<file path="config.mk">
export PLATFORM = sky130hd
export DESIGN_NAME = mult_share_arbiter
export DESIGN_NICKNAME = d
export VERILOG_FILES = /design/src/rtl/mult_share_arbiter.sv
export SDC_FILE = /design/constraint.sdc
export NUM_CORES = 1
export LEC_CHECK = 0
export BUFFER_PORTS_ARGS = -buffer_cell sky130_fd_sc_hd__buf_2
export CELL_PAD_IN_SITES_DETAIL_PLACEMENT = 1
export CELL_PAD_IN_SITES_GLOBAL_PLACEMENT = 2
export CORE_MARGIN = 5
export CORE_UTILIZATION = 27
export CTS_CLUSTER_DIAMETER = 30
export DETAILED_ROUTE_END_ITERATION = 8
export GPL_ROUTABILITY_DRIVEN = 0
export PLACE_DENSITY_LB_ADDON = 0.25
export SYNTH_ARGS = -nofsm -noshare
export SYNTH_HDL_FRONTEND = slang
export SYNTH_SLANG_ARGS = --single-unit
</file>
<file path="constraint.sdc">
create_clock -name clk -period 4.25 [get_ports clk]
set_input_delay 0.85 -clock clk [delete_from_list [all_inputs] [get_ports clk]]
set_output_delay 0.85 -clock clk [all_outputs]
set_load 0.02 [all_outputs]
</file>
<file path="src/rtl/mult_share_arbiter.sv">
// Round-robin arbiter sharing one sequential multiplier (start/ready handshake)
// among NUM_REQ requesters; returns the product with a one-cycle done pulse.
module mult_share_arbiter #(
    parameter int unsigned NUM_REQ = 4,
    parameter int unsigned WIDTH   = 16,
    parameter int unsigned TIMEOUT = 64
) (
    input  logic                     clk,
    input  logic                     reset,
    input  logic [NUM_REQ-1:0]       req,
    input  logic [NUM_REQ*WIDTH-1:0] op_a,
    input  logic [NUM_REQ*WIDTH-1:0] op_b,
    output logic [NUM_REQ-1:0]       gnt,
    output logic [NUM_REQ-1:0]       done,
    output logic [2*WIDTH-1:0]       result,
    output logic                     err,
    output logic                     busy,
    output logic                     mul_start,
    output logic [WIDTH-1:0]         mul_a,
    output logic [WIDTH-1:0]         mul_b,
    input  logic                     mul_ready,
    input  logic [2*WIDTH-1:0]       mul_product
);

    localparam int unsigned IdxW = (NUM_REQ > 1) ? $clog2(NUM_REQ) : 1;
    localparam int unsigned CntW = $clog2(TIMEOUT + 1);

    typedef enum logic [2:0] {StIdle, StIssue, StArm, StWait, StDone} state_e;

    state_e               state_q, state_d;
    logic [IdxW-1:0]      ptr_q, ptr_d;
    logic [IdxW-1:0]      owner_q, owner_d;
    logic [NUM_REQ-1:0]   gnt_q, gnt_d;
    logic [WIDTH-1:0]     mul_a_q, mul_a_d;
    logic [WIDTH-1:0]     mul_b_q, mul_b_d;
    logic [2*WIDTH-1:0]   res_q, res_d;
    logic                 err_q, err_d;
    logic [CntW-1:0]      cnt_q, cnt_d;

    logic                 win_found;
    logic [IdxW-1:0]      win_idx;
    logic [IdxW-1:0]      cand_idx;

    // First requester at or after ptr, wrapping modulo NUM_REQ.
    always_comb begin
        win_found = 1'b0;
        win_idx   = ptr_q;
        cand_idx  = ptr_q;
        for (int unsigned i = 0; i < NUM_REQ; i++) begin
            cand_idx = IdxW'((32'(ptr_q) + i) % NUM_REQ);
            if (!win_found && req[cand_idx]) begin
                win_found = 1'b1;
                win_idx   = cand_idx;
            end
        end
    end

    always_comb begin
        state_d = state_q;
        ptr_d   = ptr_q;
        owner_d = owner_q;
        gnt_d   = gnt_q;
        mul_a_d = mul_a_q;
        mul_b_d = mul_b_q;
        res_d   = res_q;
        err_d   = err_q;
        cnt_d   = cnt_q;
        unique case (state_q)
            StIdle: begin
                if (win_found) begin
                    state_d = StIssue;
                    owner_d = win_idx;
                    gnt_d   = NUM_REQ'(1) << win_idx;
                    mul_a_d = op_a[32'(win_idx)*WIDTH +: WIDTH];
                    mul_b_d = op_b[32'(win_idx)*WIDTH +: WIDTH];
                    res_d   = '0;
                    err_d   = 1'b0;
                    cnt_d   = '0;
                end
            end
            StIssue: state_d = StArm;
            // The multiplier may still show ready from the previous product here.
            StArm:   state_d = StWait;
            StWait: begin
                cnt_d = cnt_q + 1'b1;
                if (mul_ready) begin
                    res_d   = mul_product;
                    state_d = StDone;
                end else if (cnt_q == CntW'(TIMEOUT - 1)) begin
                    err_d   = 1'b1;
                    res_d   = '0;
                    state_d = StDone;
                end
            end
            StDone: begin
                state_d = StIdle;
                gnt_d   = '0;
                ptr_d   = (owner_q == IdxW'(NUM_REQ - 1)) ? '0 : owner_q + 1'b1;
            end
            default: state_d = StIdle;
        endcase
    end

    always_ff @(posedge clk) begin
        if (reset) begin
            state_q <= StIdle;
            ptr_q   <= '0;
            owner_q <= '0;
            gnt_q   <= '0;
            mul_a_q <= '0;
            mul_b_q <= '0;
            res_q   <= '0;
            err_q   <= 1'b0;
            cnt_q   <= '0;
        end else begin
            state_q <= state_d;
            ptr_q   <= ptr_d;
            owner_q <= owner_d;
            gnt_q   <= gnt_d;
            mul_a_q <= mul_a_d;
            mul_b_q <= mul_b_d;
            res_q   <= res_d;
            err_q   <= err_d;
            cnt_q   <= cnt_d;
        end
    end

    assign gnt       = gnt_q;
    assign busy      = (state_q != StIdle);
    assign mul_start = (state_q == StIssue);
    assign mul_a     = mul_a_q;
    assign mul_b     = mul_b_q;
    assign done      = (state_q == StDone) ? gnt_q : '0;
    assign result    = (state_q == StDone) ? res_q : '0;
    assign err       = (state_q == StDone) && err_q;

endmodule

</file>
==> results.json <==
{
  "outcome": "completed",
  "path_max_fanout": 32,
  "synth_edf_count": 0,
  "grt_util_all_layers": 0.167,
  "power_density_mw_per_mm2": 344,
  "cts_resized": 0,
  "rsz0062_at_grt": "no",
  "synth_cells": 524,
  "first_global_vias": 5457,
  "rr_worst_depth": 6,
  "routed_wl_microns": 17300,
  "ff2ff_setup_slack_ns": 1.78,
  "area.growth.synth_to_final_pct": 34.9,
  "setup_viol": 0,
  "ant_nets": 0,
  "synth_fp_nets": 693,
  "fin_skew_ns": 0.00800,
  "synth_area_sq_mm": 0.00476,
  "antenna_cells": 0,
  "cts_tree": "done",
  "grt.overflow.total": 0,
  "crit_start": "req[0]",
  "finalCritPeriodShare": 0.709,
  "grt_pass1_wl_microns": 27500,
  "ys_ff_latch": 83,
  "path_class": "in -> reg",
  "ys.flop_type": "dfxtp_1",
  "clk_pin_slew_ns": 0.06,
  "whs_path_depth": 2,
  "yosysSeqAreaShare": 0.349,
  "finalHoldViolCount": 0,
  "ys_warn_count": 0,
  "leakagePower_nw": 2.88,
  "vdd_drop_max_mv": 0.211,
  "num_io_pins": 242,
  "fin_hold_ws_ns": 0.464,
  "drc": 0,
  "finalPower_mw": 2.21,
  "vias_per_cell": 5.08,
  "cts_buffers": 9,
  "rr_endpoint": "mul_b[12]",
  "worst_setup_path_end_kind": "register",
  "clockBufferDepth": 2,
  "cts_htree_levels": 3,
  "nNetsFinal": 908,
  "cts_hold_buf": 0,
  "wl_per_cell_microns": 17.8,
  "fp.dieH_microns": 143,
  "syn-mean-instance-area_sq_um": 9.09,
  "num_vias": 4916,
  "multi_input_area_sq_mm": 0.00287,
  "worstPathArrival_ns": 3.26,
  "antenna_found_initial": 1,
  "core.rowCount": 48,
  "nFillCells": 2095,
  "clock_latency_ns": 0.34,
  "hold_start": "owner_q[1]",
  "initial_utilization": 0.275,
  "async_flop_share": 0,
  "synth_cell_type_count": 37,
  "core_sq_mm": 0.0173,
  "port_buffers": 241,
  "cts.sinks": 83,
  "final-max-slew-violation-count": 0,
  "die_x_microns": 143,
  "crit_required_ns": 4.50,
  "dr.pass1.iters": 5,
  "tightest_slew_ns": 1.11,
  "seqCellArea_sq_mm": 0.00166,
  "max_freq_mhz": 332,
  "fin_setup_tns_ns": 0,
  "cts_setup_buffers": 0,
  "startpoint_type": "primary input",
  "final_area_sq_mm": 0.00643,
  "dieArea_sq_mm": 0.0204,
  "relSlewSlack": 0.263,
  "min_delay_worst_endpoint": "owner_q[1]",
  "hold_class": "reg -> reg",
  "drive_gt1_frac": 0.462,
  "place_hpwl_microns": 12700,
  "dr.first_iter.drc_count": 131,
  "grt_max_degree": 84,
  "placed_area_sq_mm": 0.00613,
  "maxCapViolations": 0,
  "fin_crit_ns": 3.01,
  "r2r_start": "ptr_q[1]",
  "clock-root-buffer": "clkbuf_16"
}
synthesized netlist by cell type, types with 2 or more instances:
cell / instances / area share
buf_2: 11 / 0.012
mux2i_1: 32 / 0.067
a311oi_1: 2 / 0.0037
nor2b_1: 3 / 0.0039
or3_1: 2 / 0.0026
clkbuf_1: 32 / 0.025
a22oi_1: 32 / 0.050
and3_1: 37 / 0.049
nand3_1: 8 / 0.0084
nor3b_1: 2 / 0.0032
o21ai_0: 4 / 0.0042
mux2_2: 33 / 0.078
o32ai_2: 32 / 0.11
buf_6: 6 / 0.014
and2_1: 2 / 0.0026
nor2_1: 49 / 0.039
inv_1: 2 / 0.0016
o311ai_0: 2 / 0.0037
nor3_1: 5 / 0.0053
dfxtp_1: 83 / 0.35
ha_1: 2 / 0.0053
nand3b_1: 4 / 0.0063
a21oi_1: 112 / 0.12
nand2_1: 14 / 0.011
worst max path at each step:
stage | end | cells after the start | slack (ns)
after detailed placement | mul_a[1] | 7 | 0.88
after global routing | mul_a[1] | 7 | 1.09
final | mul_a[1] | 7 | 1.24
after CTS | mul_a[1] | 7 | 1.25
after floorplan | mul_b[10] | 6 | 1.74
after global placement | mul_a[1] | 7 | 1.02
cells by family after synthesis:
logic type	Yosys count	share of synthesized area
DFF	83	0.349
muxes	65	0.145
buffers and inverters	51	0.0525
adders and majority gates	2	0.00525
and+or+nand+nor	134	0.147
AOI/OAI and AO/OA	189	0.301
flip-flops by register name (all words and copies together), names as in the netlist:
register  cells
cnt_q         7
err_q         1
gnt           4
mul_a        16
mul_b        16
owner_q       2
ptr_q         2
res_q        32
state_q       3
layout make-up:
cell class	count	share of cell area
inverter	2	0.00117
clock buffer	11	0.0378
timing repair buffer	253	0.204
sequential	83	0.259
multi-input combinational	390	0.447
tap	225	0.0438
clock inverter	4	0.00798
stage by stage:
stage | worst slack [ns] | instances | util
finish | 1.24 | 968 | 0.372
global route | 1.09 | 968 | 0.372
CTS | 1.25 | 968 | 0.372
detailed placement | 0.883 | 953 | 0.355
global placement | 1.02 | 953 | 0.355
floorplan | 1.74 | 524 | -
where the power goes:
| part | leakage, nW | switching, mW | total, mW | internal, mW |
|---|---|---|---|---|
| sequential | 0.676 | 0.0423 | 0.865 | 0.823 |
| clock | 0.142 | 0.322 | 0.791 | 0.469 |
| combinational | 2.06 | 0.332 | 0.552 | 0.220 |
placed cells by master, fill, tap and decap left out, drive strengths merged, types with 14 or more instances in the layout:
cell type  Yosys  final
buf           17    253
mux2i         32     32
and3          37     37
a22oi         32     32
o32ai         32     32
mux2          33     33
dfxtp         83     83
nor2          49     49
nand2         14     14
a21oi        113    113
routing by layer:
layer / GRT usage / wire length [microns] / vias up
met4: 0.0460 / 203 / 2
met5: 0 / 20 / -
li1: - / - / 2406
met3: 0.0459 / 1250 / 14
met2: 0.301 / 8580 / 161
met1: 0.194 / 7210 / 2333
worst max-delay path: stages:
cell,delay (ns)
buf_2,0.13
or4_4,0.57
a21oi_4,0.71
buf_4,0.37
a21oi_1,0.11
mux2_2,0.28
o32ai_2,0.20
Note: power is estimated with default switching activity, not from simulation.
